===== config.mk =====
export PLATFORM = sky130hd
export DESIGN_NAME = life_manager
export DESIGN_NICKNAME = d
export VERILOG_FILES = /design/src/rtl/life_pkg.sv /design/src/rtl/frame_timer.sv /design/src/rtl/life_manager.sv
export SDC_FILE = /design/constraint.sdc
export NUM_CORES = 1
export LEC_CHECK = 0
export ABC_CLOCK_PERIOD_IN_PS = 2300
export BUFFER_PORTS_ARGS = -buffer_cell sky130_fd_sc_hd__buf_4
export CORE_MARGIN = 2
export CORE_UTILIZATION = 30
export DETAILED_ROUTE_END_ITERATION = 6
export MAX_ROUTING_LAYER = met4
export PLACE_DENSITY = 0.57
export SLEW_MARGIN = 15
export SYNTH_ARGS = -nofsm -noshare
export SYNTH_HDL_FRONTEND = slang
export SYNTH_SLANG_ARGS = --single-unit
export TNS_END_PERCENT = 10

===== constraint.sdc =====
create_clock -name clk -period 2.3 [get_ports clk]
set_clock_uncertainty 0.1 [all_clocks]
set_input_delay 0.46 -clock clk [delete_from_list [all_inputs] [get_ports clk]]
set_output_delay 0.46 -clock clk [all_outputs]
set_load 0.005 [all_outputs]

===== src/rtl/life_pkg.sv =====
// rtl/life_pkg.sv - shared types and helpers for the player life controller
package life_pkg;

  typedef enum logic [1:0] {ALIVE, INVULN, GAME_OVER} life_state_t;

  localparam int LIFE_W = 3;

  function automatic logic [LIFE_W-1:0] life_inc(input logic [LIFE_W-1:0] life,
                                                 input logic [LIFE_W-1:0] maxLife);
    return (life >= maxLife) ? maxLife : life + 3'd1;
  endfunction

endpackage


===== src/rtl/frame_timer.sv =====
// rtl/frame_timer.sv - loadable frame down-counter; done pulses on the tick that empties it
module frame_timer (
  input  logic       clk,
  input  logic       resetN,
  input  logic       load,
  input  logic [7:0] loadVal,
  input  logic       tick,
  output logic       done
);

  logic [7:0] cnt;

  always_ff @(posedge clk or negedge resetN) begin
    if (!resetN) begin
      cnt <= 8'd0;
    end else if (load) begin
      cnt <= loadVal;
    end else if (tick && cnt != 8'd0) begin
      cnt <= cnt - 8'd1;
    end
  end

  // Combinational so the owner can leave on the same edge that consumes the last tick.
  assign done = tick && !load && (cnt == 8'd1);

endmodule


===== src/rtl/life_manager.sv =====
// rtl/life_manager.sv - player life count, post-hit invulnerability, blink and game-over
module life_manager
  import life_pkg::*;
#(
  parameter int unsigned INIT_LIFE     = 3,
  parameter int unsigned MAX_LIFE      = 5,
  parameter int unsigned INVULN_FRAMES = 120,
  parameter int unsigned BLINK_FRAMES  = 8
) (
  input  logic              clk,
  input  logic              resetN,
  input  logic              startOfFrame,
  input  logic              hitEvent,
  input  logic              lifeGain,
  input  logic              newGame,
  output logic [LIFE_W-1:0] currLife,
  output logic              invulnerable,
  output logic              iconVisible,
  output logic              gameOver
);

  localparam int BLINK_W = $clog2(BLINK_FRAMES + 1);
  localparam logic [LIFE_W-1:0]  INIT_L  = LIFE_W'(INIT_LIFE);
  localparam logic [LIFE_W-1:0]  MAX_L   = LIFE_W'(MAX_LIFE);
  localparam logic [BLINK_W-1:0] BLINK_L = BLINK_W'(BLINK_FRAMES);

  life_state_t        state, stateNext;
  logic [LIFE_W-1:0]  lifeNext;
  logic [BLINK_W-1:0] blinkCnt, blinkNext, blinkInc;
  logic               visNext;
  logic               hitPrev, hit;
  logic               timerLoad, timerTick, timerDone;
  logic [7:0]         timerLoadVal;

  assign hit       = hitEvent & ~hitPrev;
  assign blinkInc  = blinkCnt + BLINK_W'(1);
  assign timerTick = startOfFrame && (state == INVULN);

  frame_timer u_frame_timer (
    .clk     (clk),
    .resetN  (resetN),
    .load    (timerLoad),
    .loadVal (timerLoadVal),
    .tick    (timerTick),
    .done    (timerDone)
  );

  always_comb begin
    stateNext    = state;
    lifeNext     = currLife;
    blinkNext    = blinkCnt;
    visNext      = iconVisible;
    timerLoad    = 1'b0;
    timerLoadVal = 8'd0;
    if (newGame) begin
      stateNext = ALIVE;
      lifeNext  = INIT_L;
      blinkNext = '0;
      visNext   = 1'b1;
      timerLoad = 1'b1;
    end else begin
      case (state)
        ALIVE: begin
          if (hit) begin
            // A simultaneous pickup cancels the hit's cost, including the lethal one.
            if (lifeGain || currLife > 3'd1) begin
              if (!lifeGain) lifeNext = currLife - 3'd1;
              stateNext    = INVULN;
              timerLoad    = 1'b1;
              timerLoadVal = 8'(INVULN_FRAMES);
              blinkNext    = '0;
              visNext      = 1'b0;
            end else begin
              lifeNext  = '0;
              stateNext = GAME_OVER;
            end
          end else if (lifeGain) begin
            lifeNext = life_inc(currLife, MAX_L);
          end
        end
        INVULN: begin
          if (lifeGain) lifeNext = life_inc(currLife, MAX_L);
          if (startOfFrame) begin
            if (timerDone) begin
              stateNext = ALIVE;
              visNext   = 1'b1;
              blinkNext = '0;
            end else if (blinkInc == BLINK_L) begin
              blinkNext = '0;
              visNext   = ~iconVisible;
            end else begin
              blinkNext = blinkInc;
            end
          end
        end
        GAME_OVER: begin
          lifeNext = '0;
          visNext  = 1'b1;
        end
        default: begin
          stateNext = ALIVE;
          visNext   = 1'b1;
        end
      endcase
    end
  end

  always_ff @(posedge clk or negedge resetN) begin
    if (!resetN) begin
      state        <= ALIVE;
      currLife     <= INIT_L;
      blinkCnt     <= '0;
      iconVisible  <= 1'b1;
      invulnerable <= 1'b0;
      gameOver     <= 1'b0;
      hitPrev      <= 1'b0;
    end else begin
      state        <= stateNext;
      currLife     <= lifeNext;
      blinkCnt     <= blinkNext;
      iconVisible  <= visNext;
      invulnerable <= (stateNext == INVULN);
      gameOver     <= (stateNext == GAME_OVER);
      hitPrev      <= hitEvent;
    end
  end

endmodule


# [Yosys cells after proc, flatten, opt, wreduce, memory -nomap -nowiden]
# Index checks and enable logic that the tools add are counted.
[op_classes] n_addsub=4 multipliers=0 div_mod_pow=0 magnitude_cmp=2 n_eq_ne=11 shift=0 n_mux=37 bitwise=3 n_reduce_logical=14
[ops] op="2-to-1 mux 4 bit" count=6
[ops] op="2-to-1 mux 8 bit" count=3
[ops] op="2-to-1 mux 7 bit" count=3
[ops] op="2-to-1 mux 3 bit" count=6
[ops] op="2-to-1 mux 1 bit" count=10
[ops] op="2-to-1 mux 2 bit" count=5
[ops] op="!= test 3 bit, second input constant" count=3
[ops] op="case mux 3 bit (3 select lines)" count=1
[ops] op="== test 8 x 1 -> 1 bit, second input constant" count=1
[ops] op="case mux 4 bit (2 select lines)" count=1
[ops] op="AND reduction 4 bit" count=2
[ops] op="nonzero test 8 bit" count=1
[ops] op="subtractor 8 x 1 -> 8 bit, second input constant" count=1
[ops] op="case mux 2 bit (3 select lines)" count=1
[ops] op="!= test 5 bit, second input constant" count=1
[ops] op="adder 4 x 1 -> 4 bit, second input constant" count=1
[ops] op="== test 2 x 1 -> 1 bit, second input constant" count=2
[ops] op="== test 2 bit, second input constant" count=2
[ops] op="== test 4 bit, second input constant" count=1
[ops] op="logical AND 1 bit" count=4
[ops] op="!= test 4 x 3 -> 1 bit, second input constant" count=1
[ops] op="nonzero test 4 bit" count=1
[ops] op="adder 3 x 1 -> 3 bit, second input constant" count=1
[ops] op="greater-or-equal comparator 3 bit, second input constant" count=1
[ops] op="11 further kinds" count=12
[word_totals] regBits=21 latchBits=0 ramBits=0 mem_bits_ro=0 in_bits=6 output_inout_bits=6 word_cells=79 memories=0

# [Longest topological paths before layout]
# Gate-level depths: netlist of the first run.
[depth] word_depth=14 ltp_mapped=7

# [Hierarchy]
# From an unflattened synthesis of the first run, not the netlist that was laid out.
[unflattened] cells_unflattened=177 area_unflattened_um2=1605.3
[modules_own_cells] module="life_manager" n_inst=1 cells_per_inst=113 area_per_inst_um2=1038.5 seq_area_each_um2=329.1
[modules_own_cells] module="frame_timer" n_inst=1 cells_per_inst=64 area_per_inst_um2=566.8 seq_area_each_um2=200.2

# [Worst setup path after synthesis of the first run]
# OpenSTA, ideal clock, no wires.
[synth_path] path_type="flip-flop to flip-flop" startpoint="reg currLife[1]" endpoint="reg blinkCnt[2]" arrival_time_ns=1.988 t_required_ns=2.136 path_slack_ns=0.148 stages_incl_launch_ff=8 path_buffers=0 period_less_slack_ns=2.152 path_cell_list="dfstp_2 -> inv_1 -> ha_1 -> o21bai_2 -> a211o_4 -> a41oi_4 -> nor4b_2 -> a21o_1"
[synth_between] elab_chain_cells=13 word_cells_on_any_way=15 cone_classes="order compare (1); eq/ne (1); mux (8); reduce/logical (5)"
[synth_rtl] element="start, declared" line_no="life_manager.sv:16" rtl="output logic [LIFE_W-1:0] currLife,"
[synth_rtl] element="start signal, assigned" line_no="life_manager.sv:119" rtl="currLife <= lifeNext;"
[synth_rtl] element="greater-than comparator 3 x 1 -> 1 bit (*)" line_no="life_manager.sv:66" rtl="if (lifeGain || currLife > 3'd1) begin"
[synth_rtl] element="logical OR 1 bit (*)" line_no="life_manager.sv:66"
[synth_rtl] element="2-to-1 mux 1 bit" line_no="life_manager.sv:66"
[synth_rtl] element="2-to-1 mux 1 bit" line_no="life_manager.sv:64" rtl="if (hit) begin"
[synth_rtl] element="2-to-1 mux 1 bit" line_no="life_manager.sv:62" rtl="case (state)"
[synth_rtl] element="2-to-1 mux 1 bit" line_no="life_manager.sv:55" rtl="if (newGame) begin"
[synth_rtl] element="zero test 1 bit" line_no="frame_timer.sv:24" rtl="assign done = tick && !load && (cnt == 8'd1);"
[synth_rtl] element="logical AND 1 bit (2 in series)" line_no="frame_timer.sv:24"
[synth_rtl] element="2-to-1 mux 4 bit" line_no="life_manager.sv:84" rtl="if (timerDone) begin"
[synth_rtl] element="2-to-1 mux 4 bit" line_no="life_manager.sv:83" rtl="if (startOfFrame) begin"
[synth_rtl] element="case mux 4 bit (2 select lines)" line_no="life_manager.sv:62"
[synth_rtl] element="2-to-1 mux 4 bit" line_no="life_manager.sv:55"
[synth_rtl] element="end signal, assigned" line_no="life_manager.sv:120" rtl="blinkCnt <= blinkNext;"
[synth_rtl] element="end, declared" line_no="life_manager.sv:29" rtl="logic [BLINK_W-1:0] blinkCnt, blinkNext, blinkInc;"
# Mark *: on every way between the ends. The rest lies on a longest branch, timed or not. The select of a mux whose other input is x is not followed.
# A chain may end at the register's enable or synchronous reset.

# [Final worst setup path of the first run]
# Same ends and word-level chain as after synthesis.

==> key figures, run 1 <==
Outcome
  – Status: finished, final reports clean

Floorplanning
  – FP Rows: 25
  – Starting Density: 31.3%
  – Die Area: 5500 um^2
  – Die Wd: 74.2 um
  – Io pins: 12
  – Core footprint: 4720 um^2
  – Die H: 74.2 um

Drt
  – First-pass DRT Iterations: 4
  – # DRC: 0
  – Post-route ant nets: 0
  – DR iter-0 viols: 83
  – Final wirelength: 3190 um
  – Routed vias: 1214
  – Via/cell ratio: 5.06
  – Routed WL per cell: 13.3 um

Synthesis
  – Yosys top cell by area: dfrtp_1
  – Post-Syn Area per Cell: 9.53 um^2
  – Warnings from Yosys: 0
  – Mapped Area: 1480 um^2
  – Number of synthesized flops with an enable pin: 0
  – Post-synth cell types: 54
  – Post-synth ARST share: 100%
  – Ys flop type: dfrtp_1
  – Seq cells post-synth: 21
  – Yosys top cell area share: 30.5%
  – Seq/Total Area, Yosys: 35.8%
  – Syn Inst Count: 155
  – Synth top area cells: dfrtp_1 (30%), ha_1 (9.3%), dfstp_2 (5.3%)
  – Syn_nets: 172

Finish
  – Fin area: 1730 um^2
  – Share of layout cells above drive strength 1: 21.4%
  – ANT cells: 0
  – Synth-to-Final Area Change: 17.0%
  – Filler cells: 499
  – Nets: 191

Pwr
  – Sequential fraction of design power: 36.1%
  – P_leak: 0.714 nW
  – Sw frac: 40.2%
  – Logic pwr share: 47.7%
  – NetSw: 0.000615 W
  – Power Dens Cells: 883 nW/um^2
  – VDD IR max: 0.395 mV
  – Int Pwr: 0.000913 W
  – Clk pwr share: 16.2%

Timing
  – Worst-margin pin slew: 0.472 ns
  – Final worst path period share: 94.4%
  – Sum Neg Setup Slack: 0 ns
  – F_max: 460 MHz
  – Slew Viols, Final: 0
  – Hold Vio Cnt, Final: 0
  – Setup-failing EPs final: 0
  – Min Clock Period, post-route: 2.17 ns
  – Relative slew slack: 68.5%
  – Unrepaired setup endpoints after global routing: false

Setup path
  – Setup crit start kind: flip-flop
  – Critical-path maximum fanout: 7
  – Critical path type: reg -> reg
  – Arrival @ worst endpoint: 2.28 ns
  – Req. time, crit path: 2.41 ns
  – CP Capture Type: flip-flop

Global route
  – Largest net degree at the start of global routing: 22
  – Initial antenna violation count: 0
  – First-pass GRT wire length: 5680 um
  – Vias in the first global route: 1247
  – Gr ovfl total: 0
  – GRT Total Usage: 13.9%

Clock network
  – CTS H-tree depth: 1
  – CTS root buf: clkbuf_8
  – Clock latency on the worst-skew pair: 0.26 ns
  – Deepest clock path buffer count: 2
  – # clock sinks: 21
  – Worst-path clk slew: 0.07 ns
  – CTS tree: done
  – TritonCTS Buffers: 3

Placement
  – # port buffers: 11
  – RePlAce Congestion: 0.806
  – Placed cell area: 1670 um^2
  – DP Wirelength: 2330 um

Worst hold path
  – Hold Path Class: in -> reg

Run
  – Max Cap Violations: 0
==> logic make-up (layout without fill, tap and decap cells) <==
group                      Yosys count  in the layout  share of synthesized area, %
muxes                                1              1                         0.677
DFF                                 21             21                          35.8
xor gates and xnor gates             7              7                          4.15
AOI/OAI and AO/OA                   42             42                          24.0
and+or+nand+nor                     59             59                          22.4
buffers and inverters               14             32                          3.64
adders and majority gates           11             11                          9.31
==> layout by cell type (no fill, tap or decap), types with 2 or more instances in the layout <==
| cell type | count |
|---|---|
| a211oi_1 | 2 |
| a21oi_1 | 8 |
| a22o_1 | 2 |
| a31oi_1 | 8 |
| and2_1 | 2 |
| buf_4 | 15 |
| clkbuf_8 | 3 |
| dfrtp_1 | 18 |
| dfstp_2 | 3 |
| ha_1 | 11 |
| inv_1 | 11 |
| nand2_1 | 13 |
| nand3_1 | 5 |
| nor2_1 | 14 |
| nor3_1 | 5 |
| nor3b_1 | 2 |
| nor4_1 | 2 |
| nor4_2 | 2 |
| nor4b_1 | 2 |
| o21ai_1 | 2 |
| o31ai_1 | 2 |
| o32ai_1 | 2 |
| xnor2_1 | 2 |
| xor2_1 | 5 |
==> stage by stage <==
step                      hold slack [ns]  utilization [%]  power (W)  setup WS [ns]  instances
final                               0.209             36.6    0.00153          0.128        240
after CTS                           0.201             36.4    0.00154         0.0774        240
after detailed placement            0.272             35.3    0.00128         0.0989        235
after global routing                0.193             36.6    0.00166         0.0114        240
after global placement              0.271             35.3    0.00128          0.175        235
after floorplan                    0.0644                -    0.00107          0.148        155
==> routing by layer <==
| layer | vias up | wire, um | global-route usage (%) | share of wire, % |
|---|---|---|---|---|
| met5 | - | 0 | - | 0 |
| met4 | 0 | 52 | 5.25 | 1.6 |
| met3 | 4 | 134 | 3.12 | 4.2 |
| met2 | 20 | 1450 | 20.7 | 45 |
| met1 | 585 | 1550 | 18.5 | 49 |
| li1 | 605 | - | - | - |
==> power by group through the flow <==
stage          combinational, W  sequential, W  clock (W)
2_1_floorplan          0.000511       0.000555          0
3_3_place_gp           0.000721       0.000560          0
3_5_place_dp           0.000723       0.000558          0
4_1_cts                0.000729       0.000552   0.000260
5_1_grt                0.000817       0.000568   0.000276
6_report               0.000728       0.000552   0.000248
==> synthesized netlist by cell type (2+ instances only) <==
| master | n |
|---|---|
| a21oi_1 | 8 |
| nor4_2 | 2 |
| nor2_1 | 14 |
| a211oi_1 | 2 |
| xnor2_1 | 2 |
| dfrtp_1 | 18 |
| o21ai_1 | 2 |
| dfstp_2 | 3 |
| o31ai_1 | 2 |
| nor4_1 | 2 |
| a22o_1 | 2 |
| a31oi_1 | 8 |
| ha_1 | 11 |
| and2_1 | 2 |
| o32ai_1 | 2 |
| xor2_1 | 5 |
| inv_1 | 11 |
| nand2_1 | 13 |
| nor3_1 | 5 |
| nor4b_1 | 2 |
| nor3b_1 | 2 |
| nand3_1 | 5 |
==> path summary, 6_finish.rpt <==
| check | slack (ns) | cells after the start | startpoint | endpoint |
|---|---|---|---|---|
| worst max-delay path | 0.13 | 7 | currLife[1] | blinkCnt[2] |
| worst min-delay path | 0.21 | 1 | hitEvent | hitPrev |
| worst max register to register | 0.13 | 7 | currLife[1] | blinkCnt[2] |
| worst min register to register | 0.46 | 2 | currLife[1] | currLife[1] |
| max in group asynchronous | 1.30 | 2 | resetN | iconVisible |
| min in group asynchronous | 0.52 | 2 | resetN | currLife[2] |
==> worst max-delay path, cell delays in order, from the launching register on <==
cell      delay [ns]
dfstp_2         0.53
inv_1           0.06
ha_1            0.20
o21bai_2        0.23
a211o_4         0.39
a41oi_4         0.27
nor4b_4         0.23
a21o_1          0.11
==> repair_timing <==
action                                  4_1_cts  5_1_grt
endpoints found under the hold margin        18        0
hold buffers                                  1        0
gates resized for setup                       0        1
endpoints found under the setup margin        0        1
buffers inserted                              0        0
==> state kept, by name, summed over array words and instances (netlist names) <==
register,count
u_frame_timer.cnt,8
state,2
iconVisible,1
gameOver,1
blinkCnt,4
currLife,3
invulnerable,1
hitPrev,1
==> cell type report <==
| cell class | instances | area (um^2) | share of cell area [%] |
|---|---|---|---|
| multi-input combinational | 120 | 903 | 52.2 |
| inverter | 12 | 45.0 | 2.60 |
| clock buffer | 4 | 45.0 | 2.60 |
| tap | 67 | 83.8 | 4.85 |
| timing repair buffer | 16 | 123 | 7.09 |
| sequential | 21 | 529 | 30.6 |
(Power assumes the default switching activity.)
==> inputs of run 2 (changes only) <==
- CORE_UTILIZATION: 30 -> 59
- PLACE_DENSITY: 0.57 -> 0.9
==> run 2 against run 1 <==
Wire length increased by 2.3%. Die area decreased by 47%. Fmax decreased by 0.83%. Global-route usage increased by 12 points. Utilization increased by 32 points. Via count increased by 5.4%. Count of clock-buffer cells in the layout unchanged. Largest cell class unchanged.
==> key figures, run 2 (synthesis gave the netlist of run 1 again) <==
Pwr
  – Int Pwr: 0.000868 W (was 0.000913 W)
  – Logic pwr share: 50.1% (was 47.7%)
  – NetSw: 0.000632 W (was 0.000615 W)
  – P_leak: 0.710 nW (was 0.714 nW)
  – Power Dens Cells: 898 nW/um^2 (was 883 nW/um^2)
  – VDD IR max: 0.670 mV (was 0.395 mV)
  – Clk pwr share: 12.6% (was 16.2%)
  – Sw frac: 42.1% (was 40.2%)
  – Sequential fraction of design power: 37.3% (was 36.1%)

Drt
  – Routed vias: 1279 (was 1214)
  – First-pass DRT Iterations: 4 (unchanged)
  – DR iter-0 viols: 39 (was 83)
  – Via/cell ratio: 6.27 (was 5.06)
  – # DRC: 0 (unchanged)
  – Post-route ant nets: 0 (unchanged)
  – Final wirelength: 3260 um (was 3190 um)
  – Routed WL per cell: 16.0 um (was 13.3 um)

Placement
  – # port buffers: 11 (unchanged)
  – Placed cell area: 1600 um^2 (was 1670 um^2)
  – DP Wirelength: 2330 um (about the same)
  – RePlAce Congestion: 0.910 (was 0.806)
  – DP Worst Slack: 0.0805 ns (was 0.0989 ns)

Timing
  – Setup ws final: 0.110 ns (was 0.128 ns)
  – Relative slew slack: 68.7% (was 68.5%)
  – Final worst path period share: 95.2% (was 94.4%)
  – Unrepaired setup endpoints after global routing: false (unchanged)
  – Worst-margin pin slew: 0.468 ns (was 0.472 ns)
  – Hold slack: 0.145 ns (was 0.209 ns)
  – Hold Vio Cnt, Final: 0 (unchanged)
  – Slew Viols, Final: 0 (unchanged)
  – Sum Neg Setup Slack: 0 ns (unchanged)
  – F_max: 457 MHz (was 460 MHz)
  – Setup-failing EPs final: 0 (unchanged)
  – Min Clock Period, post-route: 2.19 ns (was 2.17 ns)

Finish
  – Filler cells: 181 (was 499)
  – Largest reg by FF count: u_frame_timer.cnt (unchanged)
  – Largest regs: u_frame_timer.cnt (8), blinkCnt (4), currLife (3) (unchanged)
  – Commonest non-fill, non-tap cell in the layout: dfrtp_1 (unchanged)
  – Fin area: 1670 um^2 (was 1730 um^2)
  – Share of layout cells above drive strength 1: 21.8% (was 21.4%)
  – Most frequent cells in the layout: dfrtp_1 (18), buf_4 (16), nor2_1 (14), nand2_1 (13) (was dfrtp_1 (18), buf_4 (15), nor2_1 (14), nand2_1 (13))
  – ANT cells: 0 (unchanged)
  – Synth-to-Final Area Change: 13.1% (was 17.0%)
  – Max FFs per register: 8 (unchanged)
  – Nets: 192 (was 191)

Clock network
  – TritonCTS Buffers: 3 (unchanged)
  – CTS tree: done (unchanged)
  – Worst-path clk slew: 0.13 ns (was 0.07 ns)
  – # clock sinks: 21 (unchanged)
  – Deepest clock path buffer count: 2 (unchanged)
  – CTS H-tree depth: 1 (unchanged)
  – Clock latency on the worst-skew pair: 0.32 ns (was 0.26 ns)
  – CTS root buf: clkbuf_4 (was clkbuf_8)

Global route
  – Initial antenna violation count: 0 (unchanged)
  – GRT Total Usage: 26.2% (was 13.9%)
  – Largest net degree at the start of global routing: 22 (unchanged)
  – Vias in the first global route: 1219 (was 1247)
  – Gr ovfl total: 0 (unchanged)
  – First-pass GRT wire length: 5370 um (was 5680 um)

Setup path
  – CP Capture Type: flip-flop (unchanged)
  – Critical-path maximum fanout: 4 (was 7)
  – Req. time, crit path: 2.46 ns (was 2.41 ns)
  – Critical path type: reg -> reg (unchanged)
  – Arrival @ worst endpoint: 2.35 ns (was 2.28 ns)
  – Reg2reg setup slack: 0.11 ns (was 0.13 ns)
  – Setup crit start kind: flip-flop (unchanged)

Floorplanning
  – Die Area: 2920 um^2 (was 5500 um^2)
  – Starting Density: 60.8% (was 31.3%)
  – Die H: 54.0 um (was 74.2 um)
  – FP Rows: 18 (was 25)
  – Die Wd: 54.0 um (was 74.2 um)
  – Core footprint: 2430 um^2 (was 4720 um^2)
  – Io pins: 12 (unchanged)

Outcome
  – Status: finished, final reports clean (unchanged)

Worst hold path
  – Hold Path Class: in -> reg (unchanged)

Run
  – Max Cap Violations: 0 (unchanged)
## run 2: changes by cell type in the layout (fill, tap and decap cells not counted)
cell and change:
clkbuf_4 +3, clkbuf_8 -3, buf_4 +1
## run 2: routing by layer
layer	vias up	global-route usage (%)	share of wire (%)
met1	615	30.9	42
met3	5	4.72	5.0
met4	0	12.5	1.1
met5	-	-	0
met2	50	43.1	51
li1	609	-	-
## run 2: final cells by class
class | count | area, um^2 | share of cell area [%]
timing repair buffer | 17 | 130 | 7.78
inverter | 12 | 45.0 | 2.69
clock buffer | 4 | 26.3 | 1.57
multi-input combinational | 120 | 903 | 54.0
sequential | 21 | 529 | 31.7
tap | 30 | 37.5 | 2.25
## run 2: final timing paths
| path | start | endpoint | depth (start not counted) |
|---|---|---|---|
| min | hitEvent | hitPrev | 1 |
| max reg2reg | currLife[1] | blinkCnt[2] | 7 |
| max | currLife[1] | blinkCnt[2] | 7 |
| min reg2reg | currLife[1] | currLife[1] | 2 |
| max in group asynchronous | resetN | currLife[1] | 2 |
| min in group asynchronous | resetN | gameOver | 2 |
## run 2: what timing repair did
action / in CTS / in global routing
setup buffers: 0 / 4
endpoints found under the setup margin: 0 / 2
gates resized for setup: 0 / 1
hold endpoints to repair: 18 / 0
hold buffers: 1 / 0
## run 2: critical path, stage by stage (launching register included)
cell	delay, ns
dfstp_2	0.56
inv_1	0.07
ha_1	0.21
o21bai_2	0.23
a211o_4	0.37
a41oi_4	0.26
nor4b_4	0.23
a21o_1	0.11
## run 2: power by group through the flow
stage	sequential, W	clock [W]	combinational (W)
after floorplan	0.000555	0	0.000511
after global placement	0.000554	0	0.000691
after detailed placement	0.000564	0	0.000714
after CTS	0.000557	0.000186	0.000721
after global routing	0.000571	0.000198	0.000832
final	0.000559	0.000189	0.000753
## run 2: per-stage QoR
step	utilization [%]	power, W	instances
after floorplan	-	0.00107	155
after global placement	65.6	0.00124	195
after detailed placement	65.6	0.00128	195
after CTS	67.1	0.00146	200
after global routing	68.7	0.00160	204
final	68.7	0.00150	204
